`src/rtl/cal_average_sequencer.sv`:
```
// Per-bin averaging sequencer: accumulates 2^L spectra in an external FIFO and
// emits the floor-averaged spectrum on the final pass.
module cal_average_sequencer #(
   parameter int DATA_W = 24,
   parameter int ACC_W  = 28,
   parameter int BINS   = 512,
   parameter int RD_LAT = 2,
   localparam int BIN_W = $clog2(BINS)
) (
   input  logic              CLK,
   input  logic              RESET,
   input  logic              start,
   input  logic [2:0]        cfg_log2_avg,
   input  logic              in_valid,
   input  logic [DATA_W-1:0] in_data,
   input  logic [ACC_W-1:0]  fifo_q,
   input  logic              fifo_empty,
   input  logic              fifo_full,
   output logic              fifo_we,
   output logic              fifo_re,
   output logic [ACC_W-1:0]  fifo_data,
   output logic              out_valid,
   output logic [DATA_W-1:0] out_data,
   output logic [BIN_W-1:0]  out_bin,
   output logic              out_last,
   output logic              busy,
   output logic              error
);

   localparam int FL_W = $clog2(RD_LAT + 1);
   localparam int F    = RD_LAT - 1;

   typedef enum logic [2:0] {IDLE, FIRST, ACCUM, LAST, FLUSH} state_t;

   state_t            state_reg, state_next;
   logic [2:0]        l_reg;
   logic [BIN_W-1:0]  bin_reg;
   logic [3:0]        pass_reg;
   logic [FL_W-1:0]   flush_reg;

   logic [2:0]        cfg_l;
   logic [4:0]        n_avg;
   logic              start_ok;
   logic              accept;
   logic              end_of_pass;
   logic              wr_tag;
   logic              out_tag;

   logic              pipe_valid_reg [RD_LAT];
   logic              pipe_add_reg   [RD_LAT];
   logic              pipe_wr_reg    [RD_LAT];
   logic              pipe_out_reg   [RD_LAT];
   logic [ACC_W-1:0]  pipe_data_reg  [RD_LAT];
   logic [BIN_W-1:0]  pipe_bin_reg   [RD_LAT];

   logic signed [ACC_W-1:0] sum;

   logic              fifo_we_reg;
   logic [ACC_W-1:0]  fifo_data_reg;
   logic              out_valid_reg;
   logic [DATA_W-1:0] out_data_reg;
   logic [BIN_W-1:0]  out_bin_reg;
   logic              out_last_reg;
   logic              busy_reg;
   logic              error_reg;

   assign cfg_l       = (cfg_log2_avg > 3'd4) ? 3'd4 : cfg_log2_avg;
   assign n_avg       = 5'd1 << l_reg;
   assign start_ok    = start && (state_reg == IDLE);
   assign accept      = in_valid && ((state_reg == FIRST) || (state_reg == ACCUM) || (state_reg == LAST));
   assign end_of_pass = accept && (bin_reg == BIN_W'(BINS - 1));
   assign wr_tag      = (state_reg == FIRST) || (state_reg == ACCUM);
   assign out_tag     = (state_reg == LAST);

   always_ff @(posedge CLK) begin
      if (RESET) state_reg <= IDLE;
      else       state_reg <= state_next;
   end

   always_comb begin
      state_next = state_reg;
      fifo_re    = 1'b0;
      case (state_reg)
         IDLE: begin
            if (start) state_next = (cfg_l == 3'd0) ? LAST : FIRST;
         end
         FIRST: begin
            if (end_of_pass) state_next = (l_reg == 3'd1) ? LAST : ACCUM;
         end
         ACCUM: begin
            fifo_re = in_valid;
            if (end_of_pass && ({1'b0, pass_reg} == n_avg - 5'd2)) state_next = LAST;
         end
         LAST: begin
            // L=0 is a pure pass-through; the FIFO holds nothing to read.
            fifo_re = in_valid && (l_reg != 3'd0);
            if (end_of_pass) state_next = FLUSH;
         end
         FLUSH: begin
            if (flush_reg == FL_W'(RD_LAT)) state_next = IDLE;
         end
         default: state_next = IDLE;
      endcase
   end

   always_ff @(posedge CLK) begin
      if (RESET) begin
         l_reg     <= 3'd0;
         bin_reg   <= '0;
         pass_reg  <= 4'd0;
         flush_reg <= '0;
      end else if (start_ok) begin
         l_reg     <= cfg_l;
         bin_reg   <= '0;
         pass_reg  <= 4'd0;
         flush_reg <= '0;
      end else begin
         if (accept) begin
            bin_reg  <= end_of_pass ? '0 : bin_reg + 1'b1;
            pass_reg <= end_of_pass ? pass_reg + 4'd1 : pass_reg;
         end
         flush_reg <= (state_reg == FLUSH) ? flush_reg + 1'b1 : '0;
      end
   end

   // The tag pipeline is as deep as the FIFO read latency, so its last stage
   // lines up with fifo_q for the read issued alongside the sample.
   always_ff @(posedge CLK) begin
      if (RESET) begin
         pipe_valid_reg[0] <= 1'b0;
         pipe_add_reg[0]   <= 1'b0;
         pipe_wr_reg[0]    <= 1'b0;
         pipe_out_reg[0]   <= 1'b0;
         pipe_data_reg[0]  <= '0;
         pipe_bin_reg[0]   <= '0;
      end else begin
         pipe_valid_reg[0] <= accept;
         pipe_add_reg[0]   <= fifo_re;
         pipe_wr_reg[0]    <= wr_tag;
         pipe_out_reg[0]   <= out_tag;
         pipe_data_reg[0]  <= {{(ACC_W - DATA_W){in_data[DATA_W-1]}}, in_data};
         pipe_bin_reg[0]   <= bin_reg;
      end
   end

   generate
      for (genvar gi = 1; gi < RD_LAT; gi++) begin : g_pipe
         always_ff @(posedge CLK) begin
            if (RESET) begin
               pipe_valid_reg[gi] <= 1'b0;
               pipe_add_reg[gi]   <= 1'b0;
               pipe_wr_reg[gi]    <= 1'b0;
               pipe_out_reg[gi]   <= 1'b0;
               pipe_data_reg[gi]  <= '0;
               pipe_bin_reg[gi]   <= '0;
            end else begin
               pipe_valid_reg[gi] <= pipe_valid_reg[gi-1];
               pipe_add_reg[gi]   <= pipe_add_reg[gi-1];
               pipe_wr_reg[gi]    <= pipe_wr_reg[gi-1];
               pipe_out_reg[gi]   <= pipe_out_reg[gi-1];
               pipe_data_reg[gi]  <= pipe_data_reg[gi-1];
               pipe_bin_reg[gi]   <= pipe_bin_reg[gi-1];
            end
         end
      end
   endgenerate

   assign sum = pipe_data_reg[F] + (pipe_add_reg[F] ? fifo_q : '0);

   always_ff @(posedge CLK) begin
      if (RESET) begin
         fifo_we_reg   <= 1'b0;
         fifo_data_reg <= '0;
         out_valid_reg <= 1'b0;
         out_data_reg  <= '0;
         out_bin_reg   <= '0;
         out_last_reg  <= 1'b0;
         busy_reg      <= 1'b0;
         error_reg     <= 1'b0;
      end else begin
         fifo_we_reg   <= pipe_valid_reg[F] && pipe_wr_reg[F];
         out_valid_reg <= pipe_valid_reg[F] && pipe_out_reg[F];
         out_last_reg  <= pipe_valid_reg[F] && pipe_out_reg[F] && (pipe_bin_reg[F] == BIN_W'(BINS - 1));
         if (pipe_valid_reg[F] && pipe_wr_reg[F]) fifo_data_reg <= sum;
         if (pipe_valid_reg[F] && pipe_out_reg[F]) begin
            out_data_reg <= DATA_W'(sum >>> l_reg);
            out_bin_reg  <= pipe_bin_reg[F];
         end
         if (start_ok)
            busy_reg <= 1'b1;
         else if (pipe_valid_reg[F] && pipe_out_reg[F] && (pipe_bin_reg[F] == BIN_W'(BINS - 1)))
            busy_reg <= 1'b0;
         if (start_ok)
            error_reg <= 1'b0;
         else if ((in_valid && (state_reg == IDLE)) || (fifo_re && fifo_empty) || (fifo_we_reg && fifo_full))
            error_reg <= 1'b1;
      end
   end

   assign fifo_we   = fifo_we_reg;
   assign fifo_data = fifo_data_reg;
   assign out_valid = out_valid_reg;
   assign out_data  = out_data_reg;
   assign out_bin   = out_bin_reg;
   assign out_last  = out_last_reg;
   assign busy      = busy_reg;
   assign error     = error_reg;

endmodule

```
`config.mk`:
```
export PLATFORM = sky130hd
export DESIGN_NAME = cal_average_sequencer
export DESIGN_NICKNAME = d
export VERILOG_FILES = /design/src/rtl/cal_average_sequencer.sv
export SDC_FILE = /design/constraint.sdc
export NUM_CORES = 1
export LEC_CHECK = 0
export CORE_ASPECT_RATIO = 1.75
export CORE_MARGIN = 2
export CORE_UTILIZATION = 40
export DETAILED_ROUTE_END_ITERATION = 16
export PLACE_DENSITY = 0.62
export SYNTH_ARGS = -nofsm -noshare
export SYNTH_HDL_FRONTEND = slang
export SYNTH_SLANG_ARGS = --single-unit
```
`constraint.sdc`:
```
create_clock -name CLK -period 5.08 [get_ports CLK]
set_input_delay 1.016 -clock CLK [delete_from_list [all_inputs] [get_ports CLK]]
set_output_delay 1.016 -clock CLK [all_outputs]
set_load 0.02 [all_outputs]
```
# Word level (Yosys, flattened, before mapping)
# Memory sizes are Yosys's and may differ from the RTL's.
# Cells that the tools add are included.
word_totals:
  ff_bits: 87
  latch_bits: 0
  ramBits: 82
  mem_bits_ro: 0
  inputBits: 61
  out_inout_bits: 67
  mem_count: 6
memory_table:
  columns: ["name", "words", "width", "read_ports", "rd_clocked_by_memory_dff", "write_ports", "line", "rtl"]
  rows:
  - ["pipe_data_reg", 2, 28, 2, 0, 2, "53", "logic [ACC_W-1:0] pipe_data_reg [RD_LAT];"]
  - ["pipe_bin_reg", 2, 9, 2, 0, 2, "54", "logic [BIN_W-1:0] pipe_bin_reg [RD_LAT];"]
  - ["pipe_add_reg", 2, 1, 2, 0, 2, "50", "logic pipe_add_reg [RD_LAT];"]
  - ["pipe_out_reg", 2, 1, 2, 0, 2, "52", "logic pipe_out_reg [RD_LAT];"]
  - ["pipe_valid_reg", 2, 1, 2, 0, 2, "49", "logic pipe_valid_reg [RD_LAT];"]
  - ["pipe_wr_reg", 2, 1, 2, 0, 2, "51", "logic pipe_wr_reg [RD_LAT];"]
op_classes:
  n_addsub: 5
  multipliers: 0
  div: 0
  magnitude_cmp: 1
  eq_ne: 14
  shift: 2
  mux: 29
  bitwise: 13
  n_reduce_logical: 23
op_table:
  columns: ["op", "count"]
  rows:
  - ["$mux W28", 3]
  - ["$add A28 B28 Y28", 1]
  - ["$sshr A28 B3 Y24", 1]
  - ["$mux W9", 3]
  - ["$eq A9 B9 Y1 const B", 2]
  - ["$mux W3", 6]
  - ["$pmux W3 S5", 1]
  - ["$mux W1", 14]
  - ["$or A1 B1 Y1", 12]
  - ["$logic_and A1 B1 Y1", 11]
  - ["$add A9 B1 Y9 const B", 1]
  - ["$ne A2 B2 Y1 const B", 4]
  - ["$eq A3 B1 Y1 const B", 2]
  - ["$eq A3 B2 Y1 const B", 2]
  - ["$logic_not A3 Y1", 2]
  - ["$eq A4 B5 Y1", 1]
  - ["$reduce_and A5 Y1", 1]
  - ["$shl A1 B3 Y5 const A", 1]
  - ["$sub A5 B2 Y5 const B", 1]
  - ["$add A4 B1 Y4 const B", 1]
  - ["$logic_or A1 B1 Y1", 4]
  - ["$eq A3 B3 Y1 const B", 1]
  - ["$gt A3 B3 Y1 const B", 1]
  - ["$reduce_bool A3 Y1", 1]
  - ["other kinds (10)", 10]

# Longest topological paths before layout
# Gate-level depths: netlist (run 1).
logic_depth:
  word_depth: 8
  depth_mapped: 14
  mapped_depth_nobuf: 12

# Worst setup path before layout (run 1)
# Ideal clock, no wire load.
synth_path:
  path_kind: "input -> register"
  start: "input fifo_q[0]"
  end: "register out_data_reg[23], in the netlist out_data[23]"
  setup_ps: 125
  t_arrival_ps: 3707
  t_required_ps: 4955
  setup_slack_ps: 1247
  stages: 12
  cell_sequence: "and2_1 ha_1 fa_1 a211oi_2 o21ai_1 a211oi_1 a2111oi_0 a211oi_1 xnor2_1 mux4_2 o221ai_2 nand3_1"
synth_between:
  elab_chain_cells: 3
synth_rtl:
  columns: ["element", "line", "rtl"]
  rows:
  - ["from (decl)", "16", "input logic [ACC_W-1:0] fifo_q,"]
  - ["$mux W28", "168", "assign sum = pipe_data_reg[F] + (pipe_add_reg[F] ? fifo_q : '0);"]
  - ["$add A28 B28 Y28", "168", null]
  - ["$sshr A28 B3 Y24", "186", "out_data_reg <= DATA_W'(sum >>> l_reg);"]
  - ["to (signal assigned)", "186", null]
  - ["to (decl)", "61", "logic [DATA_W-1:0] out_data_reg;"]
# Every way passes these cells.
# A chain may end at the register's enable or synchronous reset.

# Worst setup path in the final report (run 1)
# Ends and elaborated chain as after synthesis.

==> impl_metrics.env, run 1 <==
export IMPL_cts_sinks=161
export IMPL_status="complete, no violations"
export IMPL_synthDominantCellAreaShare_pct=39.9
export IMPL_setup_viol=0
export IMPL_synth_cell_type_count=71
export IMPL_grt_max_degree=74
export IMPL_dieArea_sq_um=21400
export IMPL_critPathArrivalTime_ns=4.55
export IMPL_whs_ns=0.414
export IMPL_synth_top_family_by_area="simple AND/OR/NAND/NOR gates"
export IMPL_nets=1158
export IMPL_cpMaxStageDelayCell="mux4_2"
export IMPL_gp_congestion=0.924
export IMPL_critPathMaxStageDelay_ns=0.49
export IMPL_max_freq_mhz=236
export IMPL_yosysSeqAreaShare_pct=39.9
export IMPL_cts_root_buf="clkbuf_16"
export IMPL_drt_iter0_markers=338
export IMPL_gr_usage_all_layers_pct=21.6
export IMPL_power_density_nw_per_um2=289
export IMPL_dp_hpwl_microns=17600
export IMPL_period_needed_ns=4.24
export IMPL_first_pass_iters=5
export IMPL_r2r_start="pipe_add_reg[1]"
export IMPL_worst_skew_pair_late_latency_ns=0.43
export IMPL_slew_headroom_pct=33.2
export IMPL_min_from="flush_reg[0]"
export IMPL_cpMostUsedCell="a211oi_1"
export IMPL_finalClockSkew_ns=0.00861
export IMPL_crit_path_cell_trace="clkdlybuf4s50_1, and2_1, ha_1, fa_1, a211oi_2, o21ai_1, a211oi_1, a2111oi_0, a211oi_1, xnor2_1, mux4_2, o221ai_2, nand3_1"
export IMPL_postRouteAntennaNets=0
export IMPL_path_max_fanout=5
export IMPL_finalPower_w=0.00292
export IMPL_drive_gt1_share_pct=7.24
export IMPL_grt_pass1_vias=6992
export IMPL_p_leak_nw=3.75
export IMPL_place_ws_ns=0.383
export IMPL_largest_register_ffs=48
export IMPL_synth_seq_cells=161
export IMPL_p_seq_share_pct=44.7
export IMPL_port_buffers=127
export IMPL_tns_ns=0
export IMPL_synth_area_sq_um=8070
export IMPL_drv_slew=0
export IMPL_rows=68
export IMPL_synthCells=967
export IMPL_swShare_pct=24.6
export IMPL_muxShareOfSynthArea_pct=3.74
export IMPL_antenna_found_initial=0
export IMPL_grt_pass1_wl_microns=36300
export IMPL_synth_most_common_cell="dfxtp_1"
export IMPL_cts_tree="yes"
export IMPL_async_flop_share_pct=0
export IMPL_post_cts_buffers=0
export IMPL_clkPwrFrac_pct=46.0
export IMPL_overflow=0
export IMPL_synth_xor_area_share_pct=4.01
export IMPL_clk_pin_slew_ns=0.06
export IMPL_avgSynthCellArea_sq_um=8.35
export IMPL_synth_edff_count=0
export IMPL_die_width_microns=111
export IMPL_num_antenna_cells=0
export IMPL_p_sw_w=0.000720
export IMPL_crit_type="in2reg"
export IMPL_ys_flop_type="dfxtp_1"
export IMPL_clock_tree_buffer_depth=2
export IMPL_io_pins=128
export IMPL_fin_util_pct=51.2
export IMPL_h_tree_depth=4
export IMPL_viasPerCell=5.40
export IMPL_floorplan_initialDensity_pct=40.9
export IMPL_rsz0062_at_grt="no"
export IMPL_hold_path_class="reg2reg"
export IMPL_synth_common_cells="dfxtp_1 (161), nand2_1 (115), a21oi_1 (95), nor2_1 (88), nor2b_1 (70)"
export IMPL_synth_compound_area_share_pct=19.6
export IMPL_drc_errors=0
export IMPL_fin_ws_ns=0.845
export IMPL_tightestPinTransition_ns=1.00
export IMPL_synth_largest_area_cell="dfxtp_1"
export IMPL_area_growth_syn_to_layout_pct=25.3
export IMPL_drt_wl_total_microns=23000
export IMPL_start_kind="input port"
export IMPL_syn_num_nets=1061
export IMPL_irDropWorstVdd_uv=217
export IMPL_yosys_area_share_simple_pct=23.8
export IMPL_worstSetupEndpointType="register"
export IMPL_cts_resized_gates=0
export IMPL_yosysWarnings=0
export IMPL_cts_hold_buf=0
export IMPL_worstSetupStartpoint="fifo_q[0]"
export IMPL_synth_top_cells_by_area="dfxtp_1 (40%), a21oi_1 (5.9%), nor2b_1 (5.4%), nand2_1 (5.3%), ha_1 (5.0%)"
export IMPL_wl_per_cell_microns=17.4
export IMPL_finalCritPeriodShare_pct=83.4
export IMPL_num_vias=7144
export IMPL_critPathRequiredTime_ns=5.39
export IMPL_hold_violations=0
export IMPL_core_area_sq_um=19700
export IMPL_cap_violations=0
export IMPL_critPathBufInv=1
export IMPL_die_height_microns=192
export IMPL_p_comb_share_pct=9.2
export IMPL_p_int_w=0.00220
export IMPL_cp_top_family="compound AO/OA/AOI/OAI gates"
export IMPL_yosys_area_share_adder_pct=5.21
export IMPL_cts_buffers=17
==> worst reg2reg max path, stage by stage (launching register included) <==
cell	delay, ns
dfxtp_1	0.84
and2_1	0.31
ha_1	0.27
a211oi_1	0.33
o211ai_2	0.17
a21boi_4	0.30
a21oi_4	0.13
a2111oi_4	0.53
xor2_1	0.21
mux4_2	0.48
or3_1	0.32
o211ai_1	0.09
==> stage by stage <==
step	instance area [sq um]	cells
final	10100	1322
after global routing	10100	1322
after CTS	10100	1322
after detailed placement	9490	1290
after global placement	9490	1290
after floorplan	8070	967
==> final cells by class <==
type                    count  area (sq um)
fillers                  1913          9630
flip-flops and latches    161          3220
inverters                  15          56.3
clock buffers              18           439
repair buffers            139          1360
well taps                 245           307
multi-input cells         730          4550
clock inverters            14           176
==> power groups by stage <==
stage | clock network, W | registers [W] | logic, W
final | 0.00135 | 0.00131 | 0.000270
after detailed placement | 0 | 0.00134 | 0.000270
after global routing | 0.00144 | 0.00131 | 0.000296
after global placement | 0 | 0.00134 | 0.000269
after CTS | 0.00138 | 0.00131 | 0.000271
after floorplan | 0 | 0.00133 | 0.000170
==> per-layer routing <==
| metal | vias up | routed length (microns) | share of wire, % | track usage (%) |
|---|---|---|---|---|
| li1 | 3582 | - | - | - |
| met1 | 3321 | 8630 | 37 | 22.3 |
| met2 | 188 | 12600 | 55 | 41.7 |
| met3 | 53 | 784 | 3.4 | 2.97 |
| met4 | 0 | 1030 | 4.5 | 11.9 |
| met5 | - | 0 | 0 | 0 |
==> path summary, 6_finish.rpt <==
path | to | slack, ns | depth (start not counted)
worst max-delay path | out_data[23] | 0.84 | 13
worst min-delay path | flush_reg[0] | 0.41 | 1
worst max register to register | out_data[17] | 1.02 | 11
worst min register to register | flush_reg[0] | 0.41 | 1
==> kinds of logic (layout without fill, tap and decap cells) <==
| kind of cell | Yosys count | count (layout) |
|---|---|---|
| buffers and inverters | 76 | 186 |
| flip-flops | 161 | 161 |
| AND/OR/NAND/NOR | 395 | 395 |
| AO/OA/AOI/OAI | 243 | 243 |
| XOR/XNOR | 37 | 37 |
| multiplexers | 22 | 22 |
| adder cells (fa/ha/maj) | 33 | 33 |
==> layout by cell type (no fill, tap or decap), types with 10 or more instances in the layout <==
cell,synthesis,routed
or3_1,10,10
nor2b_1,70,70
o21ai_0,45,45
mux2i_1,11,11
ha_1,32,32
o211ai_1,15,15
and2_1,33,33
xor2_1,22,22
clkdlybuf4s50_1,0,126
nand3_1,25,25
xnor2_1,15,15
inv_1,13,13
dfxtp_1,161,161
clkbuf_16,0,17
nor3_1,19,19
nand4_1,13,13
buf_4,0,13
a211oi_1,16,16
a21oi_1,95,95
nand2_1,115,115
nor2_1,88,88
Power figures use the tool's default switching activity.
==> inputs of run 2 (changes only) <==
- PLACE_DENSITY: 0.62 -> 0.65
- clock period: 5.08 -> 3.7 ns (I/O delays scaled with it)
==> impl_metrics.env, run 2 (same netlist as run 1, synthesis figures left out) <==
export IMPL_status="complete, no violations"
export IMPL_gp_congestion=0.925
export IMPL_area_growth_syn_to_layout_pct=35.4
export IMPL_power_density_nw_per_um2=359
export IMPL_cts_hold_buf=0
export IMPL_h_tree_depth=4
export IMPL_num_vias=7646
export IMPL_worstSetupEndpointType="register"
export IMPL_max_freq_mhz=277
export IMPL_tightestPinTransition_ns=1.03
export IMPL_cp_num_cells=13
export IMPL_num_antenna_cells=0
export IMPL_clk_pin_slew_ns=0.07
export IMPL_critPathRequiredTime_ns=3.99
export IMPL_finalCritPeriodShare_pct=97.5
export IMPL_overflow=0
export IMPL_grt_pass1_vias=7634
export IMPL_worst_skew_pair_late_latency_ns=0.44
export IMPL_drive_gt1_share_pct=16.3
export IMPL_crit_type="in2reg"
export IMPL_critPathBufInv=2
export IMPL_postRouteAntennaNets=0
export IMPL_gr_usage_all_layers_pct=22.4
export IMPL_min_from="flush_reg[0]"
export IMPL_die_height_microns=192
export IMPL_r2r_worst_path_cells=12
export IMPL_r2r_start="pipe_add_reg[1]"
export IMPL_critPathMaxStageDelay_ns=0.45
export IMPL_nets=1265
export IMPL_port_buffers=127
export IMPL_period_needed_ns=3.61
export IMPL_start_kind="input port"
export IMPL_io_pins=128
export IMPL_whs_ns=0.416
export IMPL_crit_path_cell_trace="clkdlybuf4s50_1, and2_1, ha_1, a211oi_1, o211ai_2, a21boi_4, buf_4, a211o_2, nor3b_1, nor2_1, mux2_2, mux2i_1, o221ai_1"
export IMPL_cp_top_family="compound AO/OA/AOI/OAI gates"
export IMPL_rsz0062_at_grt="no"
export IMPL_die_width_microns=111
export IMPL_grt_pass1_wl_microns=37800
export IMPL_drc_errors=0
export IMPL_hold_end="flush_reg[0]"
export IMPL_p_leak_nw=4.24
export IMPL_setup_viol=0
export IMPL_rrSetupSlack_ns=0.32
export IMPL_dieArea_sq_um=21400
export IMPL_floorplan_initialDensity_pct=40.9
export IMPL_path_max_fanout=5
export IMPL_first_pass_iters=5
export IMPL_antenna_found_initial=0
export IMPL_grt_max_degree=55
export IMPL_drt_iter0_markers=274
export IMPL_largest_register_ffs=48
export IMPL_wl_per_cell_microns=16.5
export IMPL_final_cell_area_sq_um=10900
export IMPL_cap_violations=0
export IMPL_slew_headroom_pct=31.1
export IMPL_viasPerCell=5.35
export IMPL_dp_hpwl_microns=18700
export IMPL_cpMaxStageDelayCell="clkdlybuf4s50_1"
export IMPL_post_dp_cell_area_sq_um=10300
export IMPL_worstHoldPathCells=1
export IMPL_rows=68
export IMPL_cts_sinks=161
export IMPL_rr_endpoint="out_data[13]"
export IMPL_finalClockSkew_ns=0.00963
export IMPL_critPathArrivalTime_ns=3.89
export IMPL_cts_buffers=17
export IMPL_drt_wl_total_microns=23600
export IMPL_irDropWorstVdd_uv=340
export IMPL_hold_violations=0
export IMPL_drv_slew=0
export IMPL_clock_tree_buffer_depth=2
export IMPL_post_cts_buffers=0
export IMPL_cts_tree="yes"
export IMPL_final_cell_mix="dfxtp_1 (161), clkdlybuf4s50_1 (126), buf_4 (119)"
export IMPL_cts_root_buf="clkbuf_16"
export IMPL_hold_path_class="reg2reg"
export IMPL_mostFrequentLayoutCell="dfxtp_1"
export IMPL_core_area_sq_um=19700
-- run 2: worst max path at each step --
stage	from	to	slack, ns
6_report	fifo_q[1]	out_data[13]	0.09
5_1_grt	fifo_q[0]	out_data[20]	0.007
4_1_cts	fifo_q[0]	out_data[23]	0.05
3_5_place_dp	fifo_q[0]	out_data[23]	-0.42
3_3_place_gp	fifo_q[0]	out_data[20]	-0.42
2_1_floorplan	fifo_q[0]	out_data[23]	0.14
-- run 2: layout make-up --
cell class / instances / area (sq um)
inverters: 15 / 56.3
well taps: 245 / 307
clock inverters: 14 / 141
clock buffers: 18 / 429
repair buffers: 246 / 2170
fillers: 1854 / 8810
multi-input cells: 730 / 4600
flip-flops and latches: 161 / 3220
-- run 2: timing repair --
item,in CTS,in global routing
endpoints found under the hold margin,0,0
endpoints found under the setup margin,0,14
gates resized for setup,0,12
-- run 2: per-layer routing --
layer	wire, microns	global-route usage, %	share of wire [%]	vias to the layer above
met4	1310	13.2	5.5	0
met1	8540	21.8	36	3587
li1	-	-	-	3795
met2	13000	43.9	55	199
met3	744	3.69	3.2	65
met5	0	0	0	-
-- run 2: power breakdown --
group | total (W) | internal, W | leakage [nW] | switching [W]
registers | 0.00179 | 0.00177 | 1.31 | 0.0000212
clock network | 0.00171 | 0.000944 | 0.267 | 0.000765
logic | 0.000423 | 0.000202 | 2.66 | 0.000221
-- run 2: per-stage QoR --
stage / power [W] / util [%] / setup TNS (ns) / worst slack (ns) / cells
after floorplan: 0.00206 / - / 0 / 0.143 / 967
after global placement: 0.00225 / 52.2 / -6.12 / -0.423 / 1397
after detailed placement: 0.00225 / 52.2 / -6.19 / -0.421 / 1397
after CTS: 0.00396 / 55.1 / 0 / 0.0487 / 1429
after global routing: 0.00408 / 55.4 / 0 / 0.00680 / 1429
final: 0.00392 / 55.4 / 0 / 0.0916 / 1429
==> inputs of run 3 (changes only) <==
- CORE_UTILIZATION: 40 -> 26
- PLACE_DENSITY: 0.65 -> 0.46
==> impl_metrics.env, run 3 (same netlist as run 1, synthesis figures left out) <==
export IMPL_post_cts_buffers=0
export IMPL_p_seq_share_pct=44.3
export IMPL_critPathRequiredTime_ns=4.07
export IMPL_viasPerCell=4.72
export IMPL_rows=85
export IMPL_hold_violations=0
export IMPL_cts_tree="yes"
export IMPL_mostFrequentLayoutCell="dfxtp_1"
export IMPL_whs_ns=0.408
export IMPL_place_ws_ns=-0.486
export IMPL_power_density_nw_per_um2=360
export IMPL_clk_pin_slew_ns=0.06
export IMPL_core_area_sq_um=30600
export IMPL_status="complete, no violations"
export IMPL_cts_root_buf="clkbuf_16"
export IMPL_setup_viol=0
export IMPL_period_needed_ns=3.56
export IMPL_cts_buffers=17
export IMPL_antenna_found_initial=1
export IMPL_r2r_start="pipe_add_reg[1]"
export IMPL_drv_slew=0
export IMPL_rrSetupSlack_ns=0.33
export IMPL_fin_ws_ns=0.141
export IMPL_worstSetupEndpointType="register"
export IMPL_finalCritPeriodShare_pct=96.2
export IMPL_worstSetupStartpoint="fifo_q[1]"
export IMPL_tightestPinTransition_ns=0.956
export IMPL_first_pass_iters=4
export IMPL_finalClockSkew_ns=0.0115
export IMPL_final_cell_mix="dfxtp_1 (160), buf_4 (125), clkdlybuf4s50_1 (125)"
export IMPL_grt_pass1_wl_microns=40500
export IMPL_num_antenna_cells=0
export IMPL_gp_congestion=0.891
export IMPL_critPathBufInv=2
export IMPL_p_int_w=0.00306
export IMPL_path_max_fanout=4
export IMPL_nets=1271
export IMPL_port_buffers=127
export IMPL_grt_max_degree=65
export IMPL_critPathMaxStageDelay_ns=0.45
export IMPL_floorplan_initialDensity_pct=26.4
export IMPL_p_comb_share_pct=10.7
export IMPL_grt_pass1_vias=7389
export IMPL_dieArea_sq_um=32500
export IMPL_hold_path_class="reg2reg"
export IMPL_io_pins=128
export IMPL_crit_path_cell_trace="clkdlybuf4s50_1, and2_2, ha_1, a211oi_2, o211ai_2, a21boi_4, a21oi_4, a2111oi_4, buf_4, xor2_1, mux4_2, or3_1, o211ai_1"
export IMPL_drc_errors=0
export IMPL_overflow=0
export IMPL_drive_gt1_share_pct=17.5
export IMPL_swShare_pct=24.5
export IMPL_cts_sinks=161
export IMPL_max_freq_mhz=281
export IMPL_clock_tree_buffer_depth=2
export IMPL_num_vias=7455
export IMPL_worst_skew_pair_late_latency_ns=0.46
export IMPL_drt_wl_total_microns=26300
export IMPL_postRouteAntennaNets=0
export IMPL_dp_hpwl_microns=20800
export IMPL_p_sw_w=0.000992
export IMPL_r2r_worst_path_cells=13
export IMPL_clkPwrFrac_pct=45.0
export IMPL_wl_per_cell_microns=16.6
export IMPL_irDropWorstVdd_uv=336
export IMPL_die_width_microns=137
export IMPL_cp_top_family="compound AO/OA/AOI/OAI gates"
export IMPL_gr_usage_all_layers_pct=16.6
export IMPL_start_kind="input port"
export IMPL_min_from="flush_reg[0]"
export IMPL_crit_type="in2reg"
export IMPL_rr_endpoint="out_data[17]"
export IMPL_largest_register_ffs=48
export IMPL_area_growth_syn_to_layout_pct=39.5
export IMPL_drt_iter0_markers=232
export IMPL_critPathArrivalTime_ns=3.93
export IMPL_worstHoldPathCells=1
export IMPL_die_height_microns=237
export IMPL_fin_util_pct=36.8
export IMPL_cap_violations=0
export IMPL_h_tree_depth=4
export IMPL_slew_headroom_pct=35.7
export IMPL_cpMaxStageDelayCell="mux4_2"
export IMPL_fillers=3252
export IMPL_p_leak_nw=4.32
export IMPL_hold_end="flush_reg[0]"
[run 3: stage by stage]
stage / total power [W] / TNS (ns) / area (sq um) / std cells
6_report: 0.00405 / 0 / 11300 / 1581
5_1_grt: 0.00422 / -0.00304 / 11300 / 1581
4_1_cts: 0.00412 / 0 / 11200 / 1581
3_5_place_dp: 0.00227 / -7.37 / 10500 / 1549
3_3_place_gp: 0.00227 / -6.14 / 10500 / 1549
2_1_floorplan: 0.00206 / 0 / 8070 / 967
[run 3: area by class of cell]
class	instances	area [sq um]	share of cell area, %
clock buffer	19	443	3.93
clock inverter	13	161	1.43
inverter	15	56.3	0.500
multi-input combinational	730	4670	41.4
sequential	161	3220	28.6
tap	391	489	4.34
timing repair buffer	252	2220	19.7
[run 3: worst max-delay path by stage]
stage,endpoint,slack (ns),cells after the start
3_5_place_dp,out_data[23],-0.49,15
4_1_cts,out_data[23],0.006,15
3_3_place_gp,out_data[23],-0.44,15
6_report,out_data[17],0.14,13
5_1_grt,out_data[17],-0.003,13
2_1_floorplan,out_data[23],0.14,12
[run 3: power by group through the flow]
stage / clock network (W) / logic, W / registers [W]
3_3_place_gp: 0 / 0.000433 / 0.00183
3_5_place_dp: 0 / 0.000434 / 0.00183
6_report: 0.00182 / 0.000433 / 0.00180
5_1_grt: 0.00194 / 0.000475 / 0.00180
4_1_cts: 0.00189 / 0.000436 / 0.00180
2_1_floorplan: 0 / 0.000234 / 0.00182
[run 3: worst reg2reg max path, cell delays in order (launching register included)]
cell       delay, ns
dfxtp_2         0.44
buf_12          0.17
and2_1          0.13
ha_1            0.23
buf_4           0.15
a21oi_1         0.26
o211a_1         0.32
a21oi_4         0.11
a2111oi_4       0.35
buf_4           0.19
xor2_1          0.08
mux4_2          0.45
or3_1           0.32
o211ai_1        0.09
[run 3: what timing repair did]
| action | 4_1_cts | 5_1_grt |
|---|---|---|
| hold buffers | 0 | 0 |
| resized for setup | 2 | 21 |
| pin swaps | 2 | 10 |
| hold endpoints to repair | 0 | 0 |
| cloned | 0 | 0 |
| setup endpoints to repair | 2 | 10 |
[run 3: per-layer routing]
layer,global-route usage [%],up-vias,part of all wire [%]
li1,-,3799,-
met1,16.4,3451,37
met3,3.25,56,3.0
met4,10.0,2,5.3
met2,31.2,147,55
met5,0,-,0.049
